File: src/rtl/uart_word_tx.sv
// ---------------------------------------------------------------------------
// uart_word_tx
//
// Splits a BITS_SIZE-bit word from the debug unit into SIZE_TRAMA-bit frames.
// It hands the frames one at a time to a byte-wide UART transmitter, using a
// start/done handshake.
//
// Parameters
//   BITS_SIZE  : width of the word accepted for transmission.
//   SIZE_TRAMA : UART payload width. BITS_SIZE must be a multiple of it.
//   MSB_FIRST  : 0 = send the least-significant byte first,
//                1 = send the most-significant byte first.
//
// Ports
//   i_clk           : single clock (shared with the UART and the debug unit)
//   i_reset         : asynchronous reset, active low
//   i_word_valid    : a word is available on i_word
//   i_word          : word to transmit
//   o_word_ready    : block is idle and will accept i_word_valid
//   i_abort         : cancel the word in progress (ignored while idle,
//                     except that it also rejects a word offered while idle)
//   o_uart_tx_start : one-cycle start pulse to the UART transmitter
//   o_uart_tx_data  : byte presented to the UART transmitter
//   i_uart_tx_done  : one-cycle pulse when the UART has finished a frame
//   o_busy          : high whenever a word is in progress
//   o_word_done     : one-cycle pulse after the last byte of a word is sent
// ---------------------------------------------------------------------------
module uart_word_tx #(
  parameter int BITS_SIZE  = 32,
  parameter int SIZE_TRAMA = 8,
  parameter bit MSB_FIRST  = 1'b0
) (
  input  logic                  i_clk,
  input  logic                  i_reset,
  input  logic                  i_word_valid,
  input  logic [BITS_SIZE-1:0]  i_word,
  output logic                  o_word_ready,
  input  logic                  i_abort,
  output logic                  o_uart_tx_start,
  output logic [SIZE_TRAMA-1:0] o_uart_tx_data,
  input  logic                  i_uart_tx_done,
  output logic                  o_busy,
  output logic                  o_word_done
);

  // Number of frames per word. The counter is at least one bit wide, so the
  // single-frame case (N = 1) still has a legal counter.
  localparam int N  = BITS_SIZE / SIZE_TRAMA;
  localparam int CW = (N > 1) ? $clog2(N) : 1;
  localparam logic [CW-1:0] LAST_IDX = CW'(N - 1);

  typedef enum logic [1:0] {
    IDLE = 2'd0,
    SEND = 2'd1,
    WAIT = 2'd2,
    DONE = 2'd3
  } state_t;

  state_t                 state_reg,  state_next;
  logic [CW-1:0]          cnt_reg,    cnt_next;
  logic [BITS_SIZE-1:0]   word_reg,   word_next;

  // The latched word, viewed as an array of frames. Frame k is
  // word_reg[k*SIZE_TRAMA +: SIZE_TRAMA].
  logic [SIZE_TRAMA-1:0]  byte_arr [N];
  logic [CW-1:0]          byte_sel;

  genvar gi;
  generate
    for (gi = 0; gi < N; gi++) begin : g_byte_split
      assign byte_arr[gi] = word_reg[gi*SIZE_TRAMA +: SIZE_TRAMA];
    end
  endgenerate

  // The counter always runs 0..N-1. The transmit order is set only by how
  // the counter is mapped onto a frame index.
  generate
    if (MSB_FIRST) begin : g_msb_first
      assign byte_sel = LAST_IDX - cnt_reg;
    end else begin : g_lsb_first
      assign byte_sel = cnt_reg;
    end
  endgenerate

  // -------------------------------------------------------------------------
  // State, counter and word registers
  // -------------------------------------------------------------------------
  always_ff @(posedge i_clk or negedge i_reset) begin
    if (!i_reset) begin
      state_reg <= IDLE;
      cnt_reg   <= '0;
      word_reg  <= '0;
    end else begin
      state_reg <= state_next;
      cnt_reg   <= cnt_next;
      word_reg  <= word_next;
    end
  end

  // -------------------------------------------------------------------------
  // Next-state logic
  // -------------------------------------------------------------------------
  always_comb begin
    state_next = state_reg;
    cnt_next   = cnt_reg;
    word_next  = word_reg;

    case (state_reg)
      IDLE: begin
        // An abort that coincides with a new word rejects that word.
        if (i_word_valid && !i_abort) begin
          word_next  = i_word;
          cnt_next   = '0;
          state_next = SEND;
        end
      end

      SEND: begin
        if (i_abort) begin
          state_next = IDLE;
        end else begin
          state_next = WAIT;
        end
      end

      WAIT: begin
        // An abort wins over a tx_done that arrives in the same cycle.
        if (i_abort) begin
          state_next = IDLE;
        end else if (i_uart_tx_done) begin
          if (cnt_reg == LAST_IDX) begin
            state_next = DONE;
          end else begin
            cnt_next   = cnt_reg + 1'b1;
            state_next = SEND;
          end
        end
      end

      DONE: begin
        state_next = IDLE;
      end

      default: begin
        state_next = IDLE;
      end
    endcase
  end

  // -------------------------------------------------------------------------
  // Outputs
  // -------------------------------------------------------------------------
  // All outputs are decoded from registered state. Because of this, an
  // asynchronous reset takes them to their idle values immediately, without
  // waiting for a clock edge.
  //
  // The frame on o_uart_tx_data is a function of word_reg and cnt_reg only.
  // Neither register changes between SEND and the tx_done that ends WAIT, so
  // the data stays stable for the whole UART frame.
  assign o_word_ready    = (state_reg == IDLE);
  assign o_busy          = (state_reg != IDLE);
  assign o_uart_tx_start = (state_reg == SEND);
  assign o_word_done     = (state_reg == DONE);
  assign o_uart_tx_data  = byte_arr[byte_sel];

endmodule

File: config.mk
export PLATFORM = sky130hd
export DESIGN_NAME = uart_word_tx
export DESIGN_NICKNAME = d
export VERILOG_FILES = /design/src/rtl/uart_word_tx.sv
export SDC_FILE = /design/constraint.sdc
export NUM_CORES = 1
export LEC_CHECK = 0
export CORE_UTILIZATION = 50
export CTS_CLUSTER_SIZE = 40
export DETAILED_ROUTE_END_ITERATION = 8
export MAX_ROUTING_LAYER = met4
export PLACE_DENSITY = 0.84
export SYNTH_ARGS = -nofsm -noshare
export SYNTH_HDL_FRONTEND = slang
export SYNTH_SLANG_ARGS = --single-unit
export TNS_END_PERCENT = 50
File: constraint.sdc
create_clock -name i_clk -period 2.6 [get_ports i_clk]
set_input_delay 0.39 -clock i_clk [delete_from_list [all_inputs] [get_ports i_clk]]
set_output_delay 0.39 -clock i_clk [all_outputs]
set_load 0.02 [all_outputs]
==> results of run 1 <==
==> metrics by stage <==
| stage | util (%) | cell area, µm² | hold WS, ns | setup slack, ns | total power [mW] |
|---|---|---|---|---|---|
| final | 71.5 | 2200 | 0.104 | 0.156 | 1.54 |
| after floorplan | - | 1640 | 0.0944 | 0.902 | 0.975 |
| after global placement | 69.0 | 2120 | 0.463 | 0.357 | 1.14 |
| after detailed placement | 69.0 | 2120 | 0.473 | 0.309 | 1.16 |
| after CTS | 71.5 | 2200 | 0.123 | 0.131 | 1.55 |
| after global routing | 71.5 | 2200 | 0.158 | 0.0675 | 1.61 |
==> path summary, 6_finish.rpt <==
kind	endpoint	slack (ns)	cells after the start
setup / recovery	o_uart_tx_data[0]	0.16	2
hold / removal	word_reg[20]$_DFFE_PN0P_	0.10	1
setup reg to reg	byte_sel[0]$_DFFE_PN0P_	0.74	4
hold reg to reg	word_reg[19]$_DFFE_PN0P_	0.49	1
max in group asynchronous	byte_sel[0]$_DFFE_PN0P_	1.94	1
min in group i_clk	word_reg[19]$_DFFE_PN0P_	0.49	1
==> final cells by class <==
type | count | area [µm²] | area share [%]
Sequential cell | 36 | 902 | 41.0
Multi-Input combinational cell | 58 | 677 | 30.8
Inverter | 2 | 7.51 | 0.341
Clock buffer | 6 | 41.3 | 1.88
Timing Repair Buffer | 49 | 483 | 21.9
Tap cell | 44 | 55.1 | 2.50
Clock inverter | 2 | 35.0 | 1.59
==> cell families after synthesis <==
kind of cell | count (synthesis)
AOI/OAI and AO/OA | 3
buffers and inverters | 8
muxes | 42
adders and majority gates | 1
and+or+nand+nor | 12
DFF | 36
==> Yosys cell counts, types with 2 or more instances <==
cell type	count
mux4_2	8
nor2b_1	2
mux2_1	4
mux2_2	28
dfrtp_1	36
nor2_1	2
mux2i_1	2
buf_6	4
==> per-layer routing <==
metal	vias up	wire length, µm
met5	-	0
met4	0	72
met3	7	155
met2	34	1560
met1	529	1340
li1	473	-
==> worst max-delay path: stages (launching register included) <==
cell and delay, ns:
dfrtp_2 0.59, mux4_2 0.56, clkdlybuf4s50_1 0.57
==> power by group through the flow <==
stage	Combinational (mW)	Sequential (mW)	Clock [mW]
after floorplan	0.257	0.718	0
after global placement	0.397	0.744	0
after detailed placement	0.413	0.752	0
after CTS	0.415	0.742	0.396
after global routing	0.436	0.754	0.425
final	0.410	0.741	0.392
==> cell usage in the layout, fill, tap and decap left out, types with 2 or more instances in the layout <==
master and instances:
clkbuf_4 5, clkdlybuf4s50_1 47, dfrtp_1 35, mux2_1 4, mux2_2 28, mux2i_1 2
mux4_2 8, nor2_1 2, nor2b_1 2
==> impl_metrics.json, run 1 <==
{
  "finalSetupTns_ns": 0,
  "track_usage_pct": 20.8,
  "power_frac_seq_pct": 48.0,
  "clk_pin_slew_worst_paths_ns": 0.12,
  "largest_reg_flops": 32,
  "area_delta_synth_final_pct": 34.3,
  "ctsResizeCount": 1,
  "final_cells": 197,
  "routed_wl_mm": 3.13,
  "grt-ovfl-total": 0,
  "worstPathMaxFanout": 10,
  "use_met1_pct": 24.9,
  "synth-edff-count": 0,
  "synth_top_area_cell": "dfrtp_1",
  "max_slew_margin_pct": 48.2,
  "clock_sinks": 36,
  "met2_usage_pct": 31.0,
  "async_reset_ff_share_pct": 100,
  "drc": 0,
  "core_area_um2": 3080,
  "nets": 190,
  "cts_buffers": 5,
  "cts-root-buf": "clkbuf_4",
  "grtUsageMet3_pct": 7.21,
  "setup_viol": 0,
  "final_antenna_net_count": 0,
  "fill_cells": 225,
  "io_pins": 49,
  "ys_types": 24,
  "maxCapViolCount": 0,
  "cp.required_ns": 2.21,
  "holdBufCountCts": 0,
  "wl_per_cell_um": 15.9,
  "grt_max_degree": 37,
  "rsz0062_at_grt": "false",
  "syn_area_um2": 1640,
  "busiest_layer": "met2",
  "grt_pass1_wl_mm": 4.93,
  "synth_simple_gate_area_share_pct": 5.19,
  "synth_compound_area_share_pct": 1.15,
  "period_share_pct": 94.0,
  "hold_viol": 0,
  "p_leak_nw": 0.881,
  "max_freq_mhz": 409,
  "dp_cells": 189,
  "crit_start": "byte_sel[0]$_DFFE_PN0P_",
  "synthMuxAreaShare_pct": 34.2,
  "crit_path_end_kind": "output port",
  "tightest_slew_ns": 0.776,
  "synthAdderAreaFrac_pct": 0.763,
  "ys_warn_count": 0,
  "seq_area_frac_synth_pct": 55.0,
  "postCtsSetupRepairBufs": 0,
  "p_per_area_nw_per_um2": 701,
  "vdd_drop_max_v": 0.000383,
  "clk-insertion-delay-late_ns": 0.34,
  "switchingPower_uw": 411,
  "hpwl_mm": 2.17,
  "p_int_mw": 1.13,
  "synth_fp_nets": 140,
  "drv_slew": 0,
  "drt_iter0_drc": 42,
  "ys.flop_type": "dfrtp_1",
  "clkPwrFrac_pct": 25.4,
  "pwr-share-comb_pct": 26.6,
  "portBuffers": 48,
  "antenna_found_initial": 0,
  "cts_buffer_depth": 2,
  "synth_top_family_by_area": "multiplexers",
  "grt_pass1_vias": 1095,
  "die_h_um": 59.3,
  "holdCritPathClass": "input pin to async pin",
  "fin_skew_ns": 0.0130,
  "routabilityCongestion": 0.789,
  "fp.dieW_um": 59.3,
  "synth-seq-cells": 36,
  "postSynthCellCount": 102,
  "initial_utilization_pct": 53.3,
  "start_kind": "flip-flop",
  "synth_xor_area_share_pct": 0,
  "swShare_pct": 26.6,
  "drive_gt1_share_pct": 32.0,
  "vias_per_cell": 5.29,
  "syn_avg_cell_area_um2": 16.1,
  "arrival_ns": 2.05,
  "netlist.area_leader.share_pct": 55.0,
  "htreeDepth": 2,
  "vias": 1043,
  "n_antenna_cell": 0,
  "criticalPathCategory": "flip-flop to output port",
  "yosys-top-cells-area": "dfrtp_1, mux2_2, mux4_2",
  "die-area_um2": 3510,
  "dr.pass1.iters": 4,
  "status": "finished, final reports clean",
  "timing.rr.start": "byte_sel[1]$_DFFE_PN0P_",
  "fin_crit_ns": 2.44,
  "cts_tree": "yes",
  "std_cell_rows": 20
}
(Power assumes the default switching activity.)
==> run 2: changes to the inputs <==
--- a/config.mk
+++ b/config.mk
@@ -5,11 +5,11 @@
 export SDC_FILE = /design/constraint.sdc
 export NUM_CORES = 1
 export LEC_CHECK = 0
-export CORE_UTILIZATION = 50
-export CTS_CLUSTER_SIZE = 40
+export CORE_UTILIZATION = 46
+export CTS_CLUSTER_SIZE = 20
 export DETAILED_ROUTE_END_ITERATION = 8
 export MAX_ROUTING_LAYER = met4
-export PLACE_DENSITY = 0.84
+export PLACE_DENSITY = 0.78
 export SYNTH_ARGS = -nofsm -noshare
 export SYNTH_HDL_FRONTEND = slang
 export SYNTH_SLANG_ARGS = --single-unit
==> constraint.sdc (replaced) <==
create_clock -name i_clk -period 2.3 [get_ports i_clk]
set_input_delay 0.345 -clock i_clk [delete_from_list [all_inputs] [get_ports i_clk]]
set_output_delay 0.345 -clock i_clk [all_outputs]
set_load 0.02 [all_outputs]
==> impl_metrics.json, run 2 (same netlist as run 1, synthesis figures left out) <==
{
  "pwr-share-comb_pct": 25.7,
  "initial_utilization_pct": 48.7,
  "vias_per_cell": 5.05,
  "drt_iter0_drc": 33,
  "std_cell_rows": 21,
  "ff2ff_path_depth": 5,
  "layout_commonest_cell": "clkdlybuf4s50_1",
  "fin_crit_ns": 2.22,
  "largest_reg_flops": 32,
  "crit_slowest_cell": "clkdlybuf4s50_1",
  "antenna_found_initial": 0,
  "p_leak_nw": 0.955,
  "rsz0062_at_grt": "false",
  "arrival_ns": 1.88,
  "place_area_um2": 2150,
  "drive_gt1_share_pct": 33.5,
  "most-common-layout-cells": "clkdlybuf4s50_1, dfrtp_1, mux2_2",
  "criticalPathCategory": "flip-flop to output port",
  "final_antenna_net_count": 0,
  "die_h_um": 61.7,
  "slowest_delay_ns": 0.55,
  "vdd_drop_max_v": 0.000492,
  "max_slew_margin_pct": 49.3,
  "nets": 192,
  "core_area_um2": 3360,
  "p_per_area_nw_per_um2": 789,
  "pre_cts_slack_ns": 0.363,
  "cts-root-buf": "clkbuf_4",
  "seqCellArea_um2": 902,
  "drc": 0,
  "clkPwrFrac_pct": 27.7,
  "setup_viol": 0,
  "fin_area_um2": 2260,
  "post-route-util_pct": 67.2,
  "clk_pin_slew_worst_paths_ns": 0.11,
  "io_pins": 49,
  "die-area_um2": 3810,
  "fill_cells": 273,
  "htreeDepth": 2,
  "drv_slew": 0,
  "swShare_pct": 25.1,
  "cp.required_ns": 1.96,
  "area_delta_synth_final_pct": 37.9,
  "cts_buffer_depth": 2,
  "setup_slack_ns": 0.0768,
  "holdCritPathClass": "input pin to async pin",
  "hpwl_mm": 2.20,
  "tightest_slew_ns": 0.761,
  "track_usage_pct": 17.8,
  "switchingPower_uw": 448,
  "holdBufCountCts": 0,
  "hold_viol": 0,
  "start_kind": "flip-flop",
  "n_antenna_cell": 0,
  "max_freq_mhz": 450,
  "cts_tree": "yes",
  "clk-insertion-delay-late_ns": 0.34,
  "wl_per_cell_um": 14.9,
  "maxCapViolCount": 0,
  "dr.pass1.iters": 4,
  "grt_max_degree": 37,
  "portBuffers": 48,
  "grt_pass1_vias": 993,
  "multiInputGateArea_um2": 677,
  "routabilityCongestion": 0.697,
  "status": "finished, final reports clean",
  "p_int_mw": 1.34,
  "crit_path_end_kind": "output port",
  "cp_cell_sequence": "buf_4 -> mux4_2 -> clkdlybuf4s50_1",
  "cts_buffers": 5,
  "grt-ovfl-total": 0,
  "routed_wl_mm": 2.99,
  "period_share_pct": 96.7,
  "worstPathMaxFanout": 3,
  "grt_pass1_wl_mm": 4.44,
  "clock_sinks": 36,
  "finalSetupTns_ns": 0,
  "fp.dieW_um": 61.7,
  "power_frac_seq_pct": 46.5,
  "vias": 1015,
  "fin_skew_ns": 0.00517,
  "holdWs_ns": 0.0571
}
[run 2: power by group through the flow]
| stage | logic, mW | registers (mW) | clock network (mW) |
|---|---|---|---|
| floorplan | 0.291 | 0.811 | 0 |
| global placement | 0.468 | 0.832 | 0 |
| detailed placement | 0.480 | 0.844 | 0 |
| CTS | 0.474 | 0.831 | 0.507 |
| global route | 0.493 | 0.847 | 0.533 |
| finish | 0.459 | 0.830 | 0.495 |
[run 2: worst max-delay path, delay by kind of cell (launching register included)]
family / cells / cell delay (ns)
buf+inv: 2 / 0.69
mux: 1 / 0.49
flops: 1 / 0.36
[run 2: final timing paths]
path / endpoint / slack, ns / startpoint
hold / removal: word_reg[4]$_DFFE_PN0P_ / 0.06 / i_reset
setup reg to reg: byte_sel[0]$_DFFE_PN0P_ / 0.56 / byte_sel[0]$_DFFE_PN0P_
min in group i_clk: word_reg[19]$_DFFE_PN0P_ / 0.49 / word_reg[19]$_DFFE_PN0P_
max in group asynchronous: byte_sel[1]$_DFFE_PN0P_ / 1.71 / i_reset
hold reg to reg: word_reg[19]$_DFFE_PN0P_ / 0.49 / word_reg[19]$_DFFE_PN0P_
setup / recovery: o_uart_tx_data[3] / 0.08 / byte_sel[0]$_DFFE_PN0P_
[run 2: layout make-up]
class / count / area share, %
Clock buffer: 7 / 2.88
Clock inverter: 1 / 1.33
Inverter: 2 / 0.332
Multi-Input combinational cell: 58 / 30.0
Sequential cell: 36 / 39.9
Tap cell: 46 / 2.55
Timing Repair Buffer: 51 / 23.0
[run 2: repair_timing]
| item | CTS | global route |
|---|---|---|
| setup endpoints to repair | 2 | 6 |
| gates resized for setup | 2 | 6 |
| pin swaps | 0 | 0 |
| endpoints found under the hold margin | 0 | 0 |
| setup buffers | 0 | 0 |
[run 2: per-stage QoR]
stage                     power [mW]  instances
after floorplan                 1.10        102
after global placement          1.30        193
after detailed placement        1.32        193
after CTS                       1.81        201
after global routing            1.87        201
final                           1.78        201
[run 2: metal layers]
metal	share of wire (%)	GRT usage, %	routed length, µm
met1	43	21.5	1290
met2	48	26.6	1450
met3	5.9	4.55	176
met4	2.5	11.7	75
met5	0	-	0
